===== src/rtl/uart_pkg.sv =====
// rtl/uart_pkg.sv - shared state type and round-robin helpers for uart_tx_arb
package uart_pkg;

  typedef enum logic [1:0] {
    IDLE = 2'd0,
    LOAD = 2'd1,
    SEND = 2'd2
  } arb_state_t;

  localparam int MAX_REQ = 8;

  function automatic logic [2:0] rr_next_index(input logic [2:0] k, input logic [3:0] n);
    if ({1'b0, k} == n - 4'd1) return 3'd0;
    return k + 3'd1;
  endfunction

  // First set bit of req at or after ptr, wrapping modulo n; returns ptr when req is empty.
  function automatic logic [2:0] rr_pick(input logic [MAX_REQ-1:0] req, input logic [2:0] ptr,
                                         input logic [3:0] n);
    logic [2:0] cur;
    logic [2:0] win;
    logic       found;
    cur   = ptr;
    win   = ptr;
    found = 1'b0;
    for (int i = 0; i < MAX_REQ; i++) begin
      if (i < int'(n) && !found && req[cur]) begin
        win   = cur;
        found = 1'b1;
      end
      cur = rr_next_index(cur, n);
    end
    return win;
  endfunction

endpackage


===== src/rtl/uart_tx.sv =====
// rtl/uart_tx.sv - 8N1-style serializer: start bit, WIDTH data bits LSB first, stop bit
module uart_tx #(
  parameter int WIDTH   = 8,
  parameter int DIVISOR = 100
) (
  input  logic             clk,
  input  logic             i_reset,
  input  logic             i_dv,
  input  logic [WIDTH-1:0] i_data,
  output logic             o_busy,
  output logic             o_tx
);

  localparam int CNT_W = (DIVISOR > 1) ? $clog2(DIVISOR) : 1;
  localparam int BIT_W = $clog2(WIDTH + 2);

  logic [CNT_W-1:0] cnt_q;
  logic [BIT_W-1:0] bit_q;
  logic [WIDTH+1:0] frame_q;
  logic             busy_q;

  always_ff @(posedge clk or posedge i_reset) begin
    if (i_reset) begin
      busy_q  <= 1'b0;
      cnt_q   <= '0;
      bit_q   <= '0;
      frame_q <= '1;
    end else if (!busy_q) begin
      if (i_dv) begin
        busy_q  <= 1'b1;
        frame_q <= {1'b1, i_data, 1'b0};
        cnt_q   <= '0;
        bit_q   <= '0;
      end
    end else if (cnt_q == CNT_W'(DIVISOR - 1)) begin
      cnt_q <= '0;
      if (bit_q == BIT_W'(WIDTH + 1)) begin
        busy_q <= 1'b0;
      end else begin
        bit_q   <= bit_q + BIT_W'(1);
        frame_q <= {1'b1, frame_q[WIDTH+1:1]};
      end
    end else begin
      cnt_q <= cnt_q + CNT_W'(1);
    end
  end

  // Line is driven from busy so an asserted reset returns it high without waiting for a clock.
  assign o_tx   = busy_q ? frame_q[0] : 1'b1;
  assign o_busy = busy_q;

endmodule


===== src/rtl/uart_tx_arb.sv =====
// rtl/uart_tx_arb.sv - round-robin arbiter sharing one uart_tx; UART_TX_ARB_LOCK_EN adds i_lock
module uart_tx_arb
  import uart_pkg::*;
#(
  parameter int N_REQ   = 4,
  parameter int WIDTH   = 8,
  parameter int DIVISOR = 100
) (
  input  logic                   clk,
  input  logic                   i_reset_n,
  input  logic [N_REQ-1:0]       i_req,
  input  logic [N_REQ*WIDTH-1:0] i_data,
`ifdef UART_TX_ARB_LOCK_EN
  input  logic [N_REQ-1:0]       i_lock,
`endif
  output logic [N_REQ-1:0]       o_ack,
  output logic [N_REQ-1:0]       o_grant,
  output logic                   o_tx,
  output logic                   o_busy
);

  localparam logic [3:0] N4 = 4'(N_REQ);

  arb_state_t       state_q;
  arb_state_t       state_nx;
  logic [N_REQ-1:0] grant_q;
  logic [N_REQ-1:0] ack_q;
  logic [N_REQ-1:0] lock_vec;
  logic [N_REQ-1:0] req_eff;
  logic [N_REQ-1:0] win_onehot;
  logic [MAX_REQ-1:0] req_ext;
  logic [WIDTH-1:0] hold_q;
  logic [WIDTH-1:0] win_data;
  logic [2:0]       ptr_q;
  logic [2:0]       win;
  logic             lock_hold;
  logic             any_req;
  logic             tx_dv;
  logic             tx_busy;

`ifdef UART_TX_ARB_LOCK_EN
  assign lock_vec = i_lock;
`else
  assign lock_vec = '0;
`endif

  // A grant surviving into IDLE only exists for a locked owner, so this doubles as the lock flag.
  assign lock_hold = |(lock_vec & grant_q);
  assign req_eff   = lock_hold ? (i_req & grant_q) : i_req;
  assign any_req   = |req_eff;

  always_comb begin
    req_ext = '0;
    req_ext[N_REQ-1:0] = req_eff;
  end

  assign win = rr_pick(req_ext, ptr_q, N4);

  always_comb begin
    win_onehot = '0;
    win_data   = '0;
    for (int k = 0; k < N_REQ; k++) begin
      if (win == 3'(k)) begin
        win_onehot[k] = 1'b1;
        win_data      = i_data[k*WIDTH +: WIDTH];
      end
    end
  end

  always_ff @(posedge clk or negedge i_reset_n) begin
    if (!i_reset_n) state_q <= IDLE;
    else            state_q <= state_nx;
  end

  always_comb begin
    state_nx = state_q;
    case (state_q)
      IDLE:    if (any_req)  state_nx = LOAD;
      LOAD:    if (tx_busy)  state_nx = SEND;
      SEND:    if (!tx_busy) state_nx = IDLE;
      default: state_nx = IDLE;
    endcase
  end

  always_comb begin
    tx_dv  = (state_q == LOAD);
    o_busy = (state_q != IDLE);
  end

  always_ff @(posedge clk or negedge i_reset_n) begin
    if (!i_reset_n) begin
      grant_q <= '0;
      ack_q   <= '0;
      hold_q  <= '0;
      ptr_q   <= '0;
    end else begin
      ack_q <= '0;
      case (state_q)
        IDLE: begin
          if (any_req) begin
            ack_q   <= win_onehot;
            grant_q <= win_onehot;
            hold_q  <= win_data;
            if (!lock_hold) ptr_q <= rr_next_index(win, N4);
          end else if (!lock_hold) begin
            grant_q <= '0;
          end
        end
        SEND: begin
          if (!tx_busy && !lock_hold) grant_q <= '0;
        end
        default: ;
      endcase
    end
  end

  assign o_ack   = ack_q;
  assign o_grant = grant_q;

  uart_tx #(
    .WIDTH   (WIDTH),
    .DIVISOR (DIVISOR)
  ) u_uart_tx (
    .clk     (clk),
    .i_reset (!i_reset_n),
    .i_dv    (tx_dv),
    .i_data  (hold_q),
    .o_busy  (tx_busy),
    .o_tx    (o_tx)
  );

endmodule


===== config.mk =====
export PLATFORM = sky130hd
export DESIGN_NAME = uart_tx_arb
export DESIGN_NICKNAME = d
export VERILOG_FILES = /design/src/rtl/uart_pkg.sv /design/src/rtl/uart_tx.sv /design/src/rtl/uart_tx_arb.sv
export SDC_FILE = /design/constraint.sdc
export NUM_CORES = 1
export LEC_CHECK = 0
export ABC_CLOCK_PERIOD_IN_PS = 4700
export BUFFER_PORTS_ARGS = -buffer_cell sky130_fd_sc_hd__buf_2
export CAP_MARGIN = 40
export CELL_PAD_IN_SITES_DETAIL_PLACEMENT = 0
export CELL_PAD_IN_SITES_GLOBAL_PLACEMENT = 2
export CORE_AREA = 2 2 94 96
export CTS_CLUSTER_DIAMETER = 200
export DETAILED_ROUTE_END_ITERATION = 10
export DIE_AREA = 0 0 96 98
export PLACE_DENSITY_LB_ADDON = 0.1
export SLEW_MARGIN = 40
export SYNTH_ARGS = -nofsm -noshare
export SYNTH_HDL_FRONTEND = slang
export SYNTH_SLANG_ARGS = --single-unit
export TNS_END_PERCENT = 100

===== constraint.sdc =====
create_clock -name clk -period 4.7 [get_ports clk]
set_clock_uncertainty 0.05 [all_clocks]
set_input_delay 0.705 -clock clk [delete_from_list [all_inputs] [get_ports clk]]
set_output_delay 0.705 -clock clk [all_outputs]
set_load 0.02 [all_outputs]

==> metrics.md, run 1 <==
| Metric | Value |
|---|---|
| Status | completed |
| Syn nets | 355 |
| LEAKAGE | approximately 1.4 nW |
| Clock latency on the worst-skew pair | roughly 0.30 ns |
| Number of synthesized flops with an enable pin | 0 |
| Yosys Warn Count | 0 |
| Tightest Pin Transition | about 0.75 ns |
| Arr. time, crit path | 4.09 ns |
| CP Max Fanout | 14 |
| Layout filler cell count | between 800 and 900 |
| Routed wire length | about 8000 um |
| Diodes inserted | 0 |
| Pin count of the biggest net entering global routing | 43 |
| Series of cell instances along the critical path | ha_1, mux2_2, nor3_2, a21oi_1, a221oi_2, o221ai_4, ha_1, a21oi_1, a41oi_1, o221ai_1 |
| Synth Cell Area | 0.00287 mm^2 |
| Hold/Removal Path Class | primary input to asynchronous set/reset pin |
| Top-Level Pins | 48 |
| Clock transition at the registers of the reported paths | around 0.09 ns |
| Final Hold Viols | 0 |
| Final Max Slew Viols | 0 |
| Bufs on Longest Clock Path | 2 |
| Quantity of hold-fixing buffers added after cts | 0 |
| Setup violators final | 0 |
| Final min period | 3.93 ns |
| Setup TNS Final | 0 ns |
| Seq/Total Area, Yosys | between 30 and 40% |
| # resized after CTS | 0 |
| Vias in the first global route | around 2500 |
| Clock tree from TritonCTS | done |
| Post-route fraction of the period consumed by the critical path | ~84% |
| Initial antenna violation count | 0 |
| Fraction of the core area covered by cells at the end of the flow | approximately 39% |
| Drt initial violations | 94 |
| Die outline area | between 0.009 and 0.01 mm^2 |
| Number of clock buffers inserted by TritonCTS | 5 |
| Setup slack after placement | between 0.7 and 0.8 ns |
| Number of buffers inserted to repair setup after CTS | 0 |
| Detail-routed via count per cell | roughly 5.5 |
| Number of nets in the finished design | 393 |
| Post-route antenna net violation count | 0 |
| Async set-reset flop share out of synthesis | 100% |
| Data required time of the critical path | approximately 4.9 ns |
| Overall routing resource usage | between 10% and 20% |
| Post-route DRC | 0 |
| RSZ-0062 raised after global routing | no |
| Core region area | 0.00847 mm^2 |
| Root buffer selected by CTS | sky130_fd_sc_hd__clkbuf_8 |
| Dpl hpwl | approximately 5800 um |
| Maximum operating frequency | around 250 MHz |
| Reg-to-Reg End | hold_q[1] |
| Overflow after GRT | 0 |
| Critical-path top delay cell | sky130_fd_sc_hd__ha_1 |
| Worst stage delay on the critical path | about 0.68 ns |
| Flops & latches, synth | between 40 and 50 |
| Drt first pass iters | 4 |
| Cells after Synth | 309 |
| IR drop worst, VDD | 144 uV |
| Horiz. Die Dim | between 90 and 100 um |
| Routed wirelength normalized by instance count | 17.3 um |
| Relative slew slack | between 50 and 60% |
| Vertical die dimension | just under 100 um |
| Wire length of the first global-routing pass | ~13000 um |
| Starting utilization of the core area | roughly a third |
| Class of the most critical setup path | register to register |
| Power density over the cells | roughly 290 mW/mm^2 |
| Total number of vias | between 2000 and 3000 |
| Least setup slack across all paths after layout | approximately 0.77 ns |
| Number of distinct library cells after synthesis | 64 |
| Cell family with most CP delay | compound AO/OA/AOI/OAI gates |
| Count of H-tree levels built during CTS | 2 |
| Number of max-capacitance violations reported | 0 |
| Layout cell share with drive strength beyond 1 | between 20 and 30% |
| Worst-case reg-to-reg path depth | 10 |
| Main flop type after synthesis | sky130_fd_sc_hd__dfrtp_1 |
| PortBufs | 47 |
| Crit Reg-Reg Startpoint | ptr_q[1] |
| Post-Synthesis Mean Instance Area | a little over 9 um^2 |
| Critical path capture point type | register |
| Synth-to-Final Area Change | 13.6% |
| Placer's final routability congestion estimate | between 0.9 and 1 |
| Sort of element at the start of the critical path | register |
| Slack of the worst reg-to-reg path | around 0.77 ns |
| Total buffers and inverters traversed by the critical path | 0 |
| Count of standard-cell rows | 34 |
| Sinks on Clock Net | 42 |
[power by group]
group / switching, W / total (W) / internal [W]
combinational: 0.000185 / 0.000298 / 0.000114
sequential: 0.00000924 / 0.000388 / 0.000379
clock: 0.000131 / 0.000249 / 0.000118
[layout make-up]
cell class	instances	area [um^2]	area share, %
flip-flops and latches	42	1060	32.6
clock inverters	2	12.5	0.384
multi-input cells	227	1620	49.6
clock buffers	6	82.6	2.53
inverters	18	67.6	2.07
well taps	108	135	4.14
repair buffers	53	283	8.67
[synthesized netlist by cell type, types with 4 or more instances]
| cell type | instances | area share [%] |
|---|---|---|
| sky130_fd_sc_hd__nand3_1 | 6 | 1.0 |
| sky130_fd_sc_hd__o311ai_1 | 8 | 2.4 |
| sky130_fd_sc_hd__a41oi_1 | 8 | 2.4 |
| sky130_fd_sc_hd__dfrtp_1 | 33 | 29 |
| sky130_fd_sc_hd__ha_1 | 8 | 3.5 |
| sky130_fd_sc_hd__buf_2 | 6 | 1.0 |
| sky130_fd_sc_hd__inv_1 | 16 | 2.1 |
| sky130_fd_sc_hd__and3_1 | 4 | 0.87 |
| sky130_fd_sc_hd__a211o_1 | 9 | 2.7 |
| sky130_fd_sc_hd__o21ai_0 | 28 | 4.9 |
| sky130_fd_sc_hd__clkbuf_1 | 10 | 1.3 |
| sky130_fd_sc_hd__o221ai_1 | 8 | 2.4 |
| sky130_fd_sc_hd__nand2b_1 | 5 | 1.1 |
| sky130_fd_sc_hd__nor2b_1 | 4 | 0.87 |
| sky130_fd_sc_hd__buf_6 | 4 | 1.6 |
| sky130_fd_sc_hd__dfstp_2 | 9 | 8.2 |
| sky130_fd_sc_hd__nand4_1 | 5 | 1.1 |
| sky130_fd_sc_hd__a21oi_1 | 22 | 3.8 |
| sky130_fd_sc_hd__mux2i_1 | 10 | 3.5 |
| sky130_fd_sc_hd__nand2_1 | 32 | 4.2 |
| sky130_fd_sc_hd__nor2_1 | 9 | 1.2 |
[how the worst max path moves through the flow]
| stage | start | end | slack [ns] | depth (start not counted) |
|---|---|---|---|---|
| 6_report | ptr_q[1] | hold_q[1] | 0.77 | 10 |
| 4_1_cts | ptr_q[1] | hold_q[1] | 0.75 | 10 |
| 3_3_place_gp | ptr_q[1] | hold_q[1] | 0.81 | 10 |
| 2_1_floorplan | ptr_q[0] | hold_q[0] | 1.25 | 17 |
| 5_1_grt | ptr_q[1] | hold_q[1] | 0.43 | 10 |
| 3_5_place_dp | ptr_q[1] | hold_q[1] | 0.78 | 10 |
[state kept, by name, indices dropped and copies added, names as in the netlist]
name / count
u_uart_tx.frame_q: 9
hold_q: 8
u_uart_tx.cnt_q: 7
o_ack: 4
o_grant: 4
u_uart_tx.bit_q: 4
ptr_q: 3
state_q: 2
u_uart_tx.o_busy: 1
[routing by layer]
| layer | part of all wire [%] | GRT usage [%] |
|---|---|---|
| met5 | 0 | 0 |
| met4 | 2.1 | 5.16 |
| met3 | 4.8 | 3.40 |
| met2 | 46 | 27.2 |
| met1 | 47 | 25.5 |
[cell families (layout without fill, tap and decap cells)]
logic type | Yosys count | count (layout) | share of synthesized area [%]
compound gates | 110 | 110 | 28.5
xor+xnor | 3 | 3 | 0.916
fa+ha+maj | 8 | 8 | 3.49
buf+inv | 40 | 79 | 6.71
flops | 42 | 42 | 37.0
mux | 14 | 14 | 5.27
simple gates | 92 | 92 | 18.1
[layout by cell type (no fill, tap or decap), types with 2 or more instances in the layout]
cell,instances
sky130_fd_sc_hd__nand3_1,6
sky130_fd_sc_hd__nand3b_1,3
sky130_fd_sc_hd__or2_2,3
sky130_fd_sc_hd__nand2_1,32
sky130_fd_sc_hd__nand2_2,3
sky130_fd_sc_hd__buf_2,46
sky130_fd_sc_hd__o22ai_1,2
sky130_fd_sc_hd__o311ai_1,8
sky130_fd_sc_hd__a41oi_1,8
sky130_fd_sc_hd__a211oi_4,2
sky130_fd_sc_hd__or3_1,3
sky130_fd_sc_hd__and3_1,4
sky130_fd_sc_hd__nand2b_1,5
sky130_fd_sc_hd__o21ai_0,28
sky130_fd_sc_hd__a21oi_1,22
sky130_fd_sc_hd__a31oi_1,2
sky130_fd_sc_hd__inv_1,16
sky130_fd_sc_hd__buf_4,7
sky130_fd_sc_hd__and2_1,3
sky130_fd_sc_hd__mux2i_1,10
sky130_fd_sc_hd__nor3_2,2
sky130_fd_sc_hd__o221ai_1,8
sky130_fd_sc_hd__nor2_1,8
sky130_fd_sc_hd__nor2b_1,4
sky130_fd_sc_hd__ha_1,8
sky130_fd_sc_hd__clkbuf_8,6
sky130_fd_sc_hd__dfrtp_1,32
sky130_fd_sc_hd__o211ai_1,2
sky130_fd_sc_hd__a211o_1,9
sky130_fd_sc_hd__xor2_1,3
sky130_fd_sc_hd__nand4_1,5
sky130_fd_sc_hd__a21o_1,3
sky130_fd_sc_hd__inv_2,2
sky130_fd_sc_hd__o21ai_1,3
sky130_fd_sc_hd__dfstp_2,9
[per-stage QoR]
stage / instances / hold slack [ns] / instance area [um^2] / power (W)
floorplan: 309 / 0.359 / 2870 / 0.000610
global route: 456 / 0.384 / 3260 / 0.000994
detailed placement: 448 / 0.391 / 3170 / 0.000693
global placement: 448 / 0.389 / 3160 / 0.000698
finish: 456 / 0.342 / 3260 / 0.000936
CTS: 456 / 0.362 / 3260 / 0.000947
Power figures use the tool's default switching activity.
==> run 2: changes to the inputs <==
--- a/config.mk
+++ b/config.mk
@@ -5,15 +5,16 @@
 export SDC_FILE = /design/constraint.sdc
 export NUM_CORES = 1
 export LEC_CHECK = 0
-export ABC_CLOCK_PERIOD_IN_PS = 4700
+export ABC_AREA = 1
+export ABC_CLOCK_PERIOD_IN_PS = 3850
 export BUFFER_PORTS_ARGS = -buffer_cell sky130_fd_sc_hd__buf_2
 export CAP_MARGIN = 40
 export CELL_PAD_IN_SITES_DETAIL_PLACEMENT = 0
 export CELL_PAD_IN_SITES_GLOBAL_PLACEMENT = 2
-export CORE_AREA = 2 2 94 96
+export CORE_AREA = 2 2 97 99
 export CTS_CLUSTER_DIAMETER = 200
 export DETAILED_ROUTE_END_ITERATION = 10
-export DIE_AREA = 0 0 96 98
+export DIE_AREA = 0 0 99 101
 export PLACE_DENSITY_LB_ADDON = 0.1
 export SLEW_MARGIN = 40
 export SYNTH_ARGS = -nofsm -noshare
==> constraint.sdc (replaced) <==
create_clock -name clk -period 3.85 [get_ports clk]
set_clock_uncertainty 0.05 [all_clocks]
set_input_delay 0.5775 -clock clk [delete_from_list [all_inputs] [get_ports clk]]
set_output_delay 0.5775 -clock clk [all_outputs]
set_load 0.02 [all_outputs]
==> run 2 against run 1 <==
  * Via count fell by 2.1%
  * Area after synthesis fell by 5.5%
  * Clock power rose by 33%
  * First-iteration DRC count fell by 6.4%
  * Critical path type unchanged
  * Critical path depth rose by 7
  * Highest routed layer unchanged
==> metrics.md, run 2 <==
| Metric | Value |
|---|---|
| Placement Cell Area | about 0.0031 mm^2 |
| Overall routing resource usage | between 10% and 20% |
| Clock latency on the worst-skew pair | 0.29 ns |
| Total number of vias | between 2000 and 2500 |
| Layout filler cell count | about 1000 |
| Most frequent cells after synthesis | sky130_fd_sc_hd__nand2_1, sky130_fd_sc_hd__nor2_1, sky130_fd_sc_hd__inv_1 |
| Largest registers | u_uart_tx.frame_q x9, hold_q x8, u_uart_tx.cnt_q x7 |
| Leading cell type by number of instances after synthesis | sky130_fd_sc_hd__nand2_1 |
| Number of distinct library cells after synthesis | 38 |
| Dpl hpwl | 5030 um |
| Diodes inserted | 0 |
| Flops & latches, synth | 42 |
| Number of max-capacitance violations reported | 0 |
| Number of synthesized flops with an enable pin | 0 |
| Cell family with most CP delay | simple AND/OR/NAND/NOR gates |
| Main flop type after synthesis | sky130_fd_sc_hd__dfrtp_1 |
| Cell with the most instances on the worst path | sky130_fd_sc_hd__nand2_1 |
| Seq/Total Area, Yosys | 39.2% |
| Top area cells in the synthesized netlist | sky130_fd_sc_hd__dfrtp_1, sky130_fd_sc_hd__nand2_1, sky130_fd_sc_hd__nor2_1 |
| Pin count of the biggest net entering global routing | 43 |
| Sort of element at the start of the critical path | register |
| Final Hold Viols | 0 |
| Post-Synthesis Mean Instance Area | a little over 7 um^2 |
| Power density over the cells | 303 mW/mm^2 |
| Synth-to-Final Area Change | 16.7% |
| Detail-routed via count per cell | about 4.5 |
| Setup violators final | 0 |
| Routed wire length | approximately 6800 um |
| Tightest Pin Transition | between 0.6 and 0.7 ns |
| Setup TNS Final | 0 ns |
| Final min period | 3.34 ns |
| Vias in the first global route | 2456 |
| Async set-reset flop share out of synthesis | 100% |
| Arr. time, crit path | between 3 and 4 ns |
| Number of clock buffers inserted by TritonCTS | 5 |
| IR drop worst, VDD | around 120 uV |
| Layout cell share with drive strength beyond 1 | between 10% and 20% |
| Maximum operating frequency | roughly 300 MHz |
| Overflow after GRT | 0 |
| Syn nets | between 400 and 500 |
| Horiz. Die Dim | roughly 100 um |
| Critical path capture point type | register |
| Critical-path top delay cell | sky130_fd_sc_hd__ha_2 |
| Root buffer selected by CTS | sky130_fd_sc_hd__clkbuf_8 |
| PortBufs | 47 |
| Initial antenna violation count | 0 |
| CP Max Fanout | 17 |
| Final Max Slew Viols | 0 |
| Yosys Warn Count | 0 |
| Starting utilization of the core area | a little under a third |
| Count of standard-cell rows | 35 |
| Worst hold margin | ~0.2 ns |
| Drt first pass iters | 4 |
| Worst stage delay on the critical path | 0.48 ns |
| Cells after Synth | roughly 380 |
| Number of nets in the finished design | ~480 |
| Hold/Removal Path Class | primary input to asynchronous set/reset pin |
| Register name with the most flops | u_uart_tx.frame_q |
| Synth Cell Area | between 0.002 and 0.003 mm^2 |
| Routed wirelength normalized by instance count | between 10 and 15 um |
| Quantity of hold-fixing buffers added after cts | 0 |
| Clock tree from TritonCTS | done |
| Area share of the largest cell type after synthesis | between 30% and 40% |
| Flip-flop count of the largest register after layout | 9 |
| Number of buffers inserted to repair setup after CTS | 0 |
| Placer's final routability congestion estimate | 0.758 |
| Vertical die dimension | just over 100 um |
| Class of the most critical setup path | register to register |
| Die outline area | around 0.010 mm^2 |
| Post-route fraction of the period consumed by the critical path | 86.7% |
| Core region area | about 0.009 mm^2 |
| Fin area | approximately 0.0032 mm^2 |
| Library cell with the largest summed area after synthesis | sky130_fd_sc_hd__dfrtp_1 |
| Count of H-tree levels built during CTS | 2 |
| Sinks on Clock Net | 42 |
| Commonest non-fill, non-tap cell in the layout | sky130_fd_sc_hd__nand2_1 |
| LEAKAGE | about 1.7 nW |
| Top-Level Pins | between 40 and 50 |
| Relative slew slack | ~58% |
| Status | completed |
| Clock transition at the registers of the reported paths | 0.08 ns |
| Wire length of the first global-routing pass | between 10000 and 15000 um |
| RSZ-0062 raised after global routing | no |
| Drt initial violations | between 80 and 90 |
| Data required time of the critical path | roughly 4.0 ns |
| Post-route DRC | 0 |
| Most frequent cells in the layout | sky130_fd_sc_hd__nand2_1, sky130_fd_sc_hd__nor2_1, sky130_fd_sc_hd__inv_1, sky130_fd_sc_hd__buf_2, sky130_fd_sc_hd__dfrtp_1 |
| Total buffers and inverters traversed by the critical path | 2 |
| Post-route antenna net violation count | 0 |
| # resized after CTS | 0 |
| Series of cell instances along the critical path | inv_2, ha_1, inv_1, nand3_1, nand3_1, nand3_1, nand2_1, nor2_1, nand2_1, nand2_1, a21oi_2, ha_2, nor2_1, nand4_1, nand2_1, nand2_1, nand2_1 |
| Bufs on Longest Clock Path | 2 |
[run 2: area by class of cell]
class	instances	area (um^2)	area share, %
Inverter	67	251	7.94
Clock buffer	8	110	3.48
Timing Repair Buffer	51	268	8.46
Sequential cell	42	1060	33.6
Tap cell	111	139	4.39
Multi-Input combinational cell	263	1340	42.2
[run 2: final timing paths]
kind | end | slack (ns) | start | cells after the start
setup / recovery | hold_q[2] | 0.51 | ptr_q[0] | 17
hold / removal | u_uart_tx.cnt_q[5] | 0.20 | i_reset_n | 1
setup reg to reg | hold_q[2] | 0.51 | ptr_q[0] | 17
hold reg to reg | state_q[1] | 0.44 | state_q[1] | 1
max in group asynchronous | u_uart_tx.frame_q[8] | 3.16 | i_reset_n | 1
min in group clk | state_q[1] | 0.44 | state_q[1] | 1
[run 2: through the flow]
stage          instances  total power, W  util (%)  worst slack (ns)
2_1_floorplan        384        0.000591         -             0.867
3_3_place_gp         534        0.000640      34.0             0.450
3_5_place_dp         534        0.000639      34.0             0.372
4_1_cts              542        0.000978      35.2             0.349
5_1_grt              542         0.00102      35.3            0.0720
6_report             542        0.000961      35.3             0.514
[run 2: logic make-up after synthesis]
family	Yosys count	synth area share, %
xor+xnor	4	1.29
buf+inv	79	11.7
fa+ha+maj	8	3.69
simple gates	211	35.0
flops	42	39.2
mux	1	0.369
compound gates	39	8.81
[run 2: power breakdown]
group          internal [W]  total, W  switching, W
sequential         0.000458  0.000464    0.00000667
clock              0.000181  0.000331      0.000150
combinational     0.0000590  0.000165      0.000106
[run 2: worst register-to-register path, stage by stage, from the launching register on]
cell	delay, ns
sky130_fd_sc_hd__dfrtp_1	0.46
sky130_fd_sc_hd__inv_2	0.13
sky130_fd_sc_hd__ha_1	0.39
sky130_fd_sc_hd__inv_1	0.19
sky130_fd_sc_hd__nand3_1	0.13
sky130_fd_sc_hd__nand3_1	0.10
sky130_fd_sc_hd__nand3_1	0.09
sky130_fd_sc_hd__nand2_1	0.13
sky130_fd_sc_hd__nor2_1	0.08
sky130_fd_sc_hd__nand2_1	0.06
sky130_fd_sc_hd__nand2_1	0.07
sky130_fd_sc_hd__a21oi_2	0.44
sky130_fd_sc_hd__ha_2	0.48
sky130_fd_sc_hd__nor2_1	0.09
sky130_fd_sc_hd__nand4_1	0.11
sky130_fd_sc_hd__nand2_1	0.08
sky130_fd_sc_hd__nand2_1	0.10
sky130_fd_sc_hd__nand2_1	0.06
[run 2: metal layers]
| layer | vias up | share of wire, % | GRT usage (%) |
|---|---|---|---|
| li1 | 1305 | - | - |
| met1 | 1096 | 50 | 20.0 |
| met2 | 51 | 46 | 23.0 |
| met3 | 6 | 3.3 | 2.15 |
| met4 | 0 | 1.2 | 3.48 |
| met5 | - | 0 | 0 |
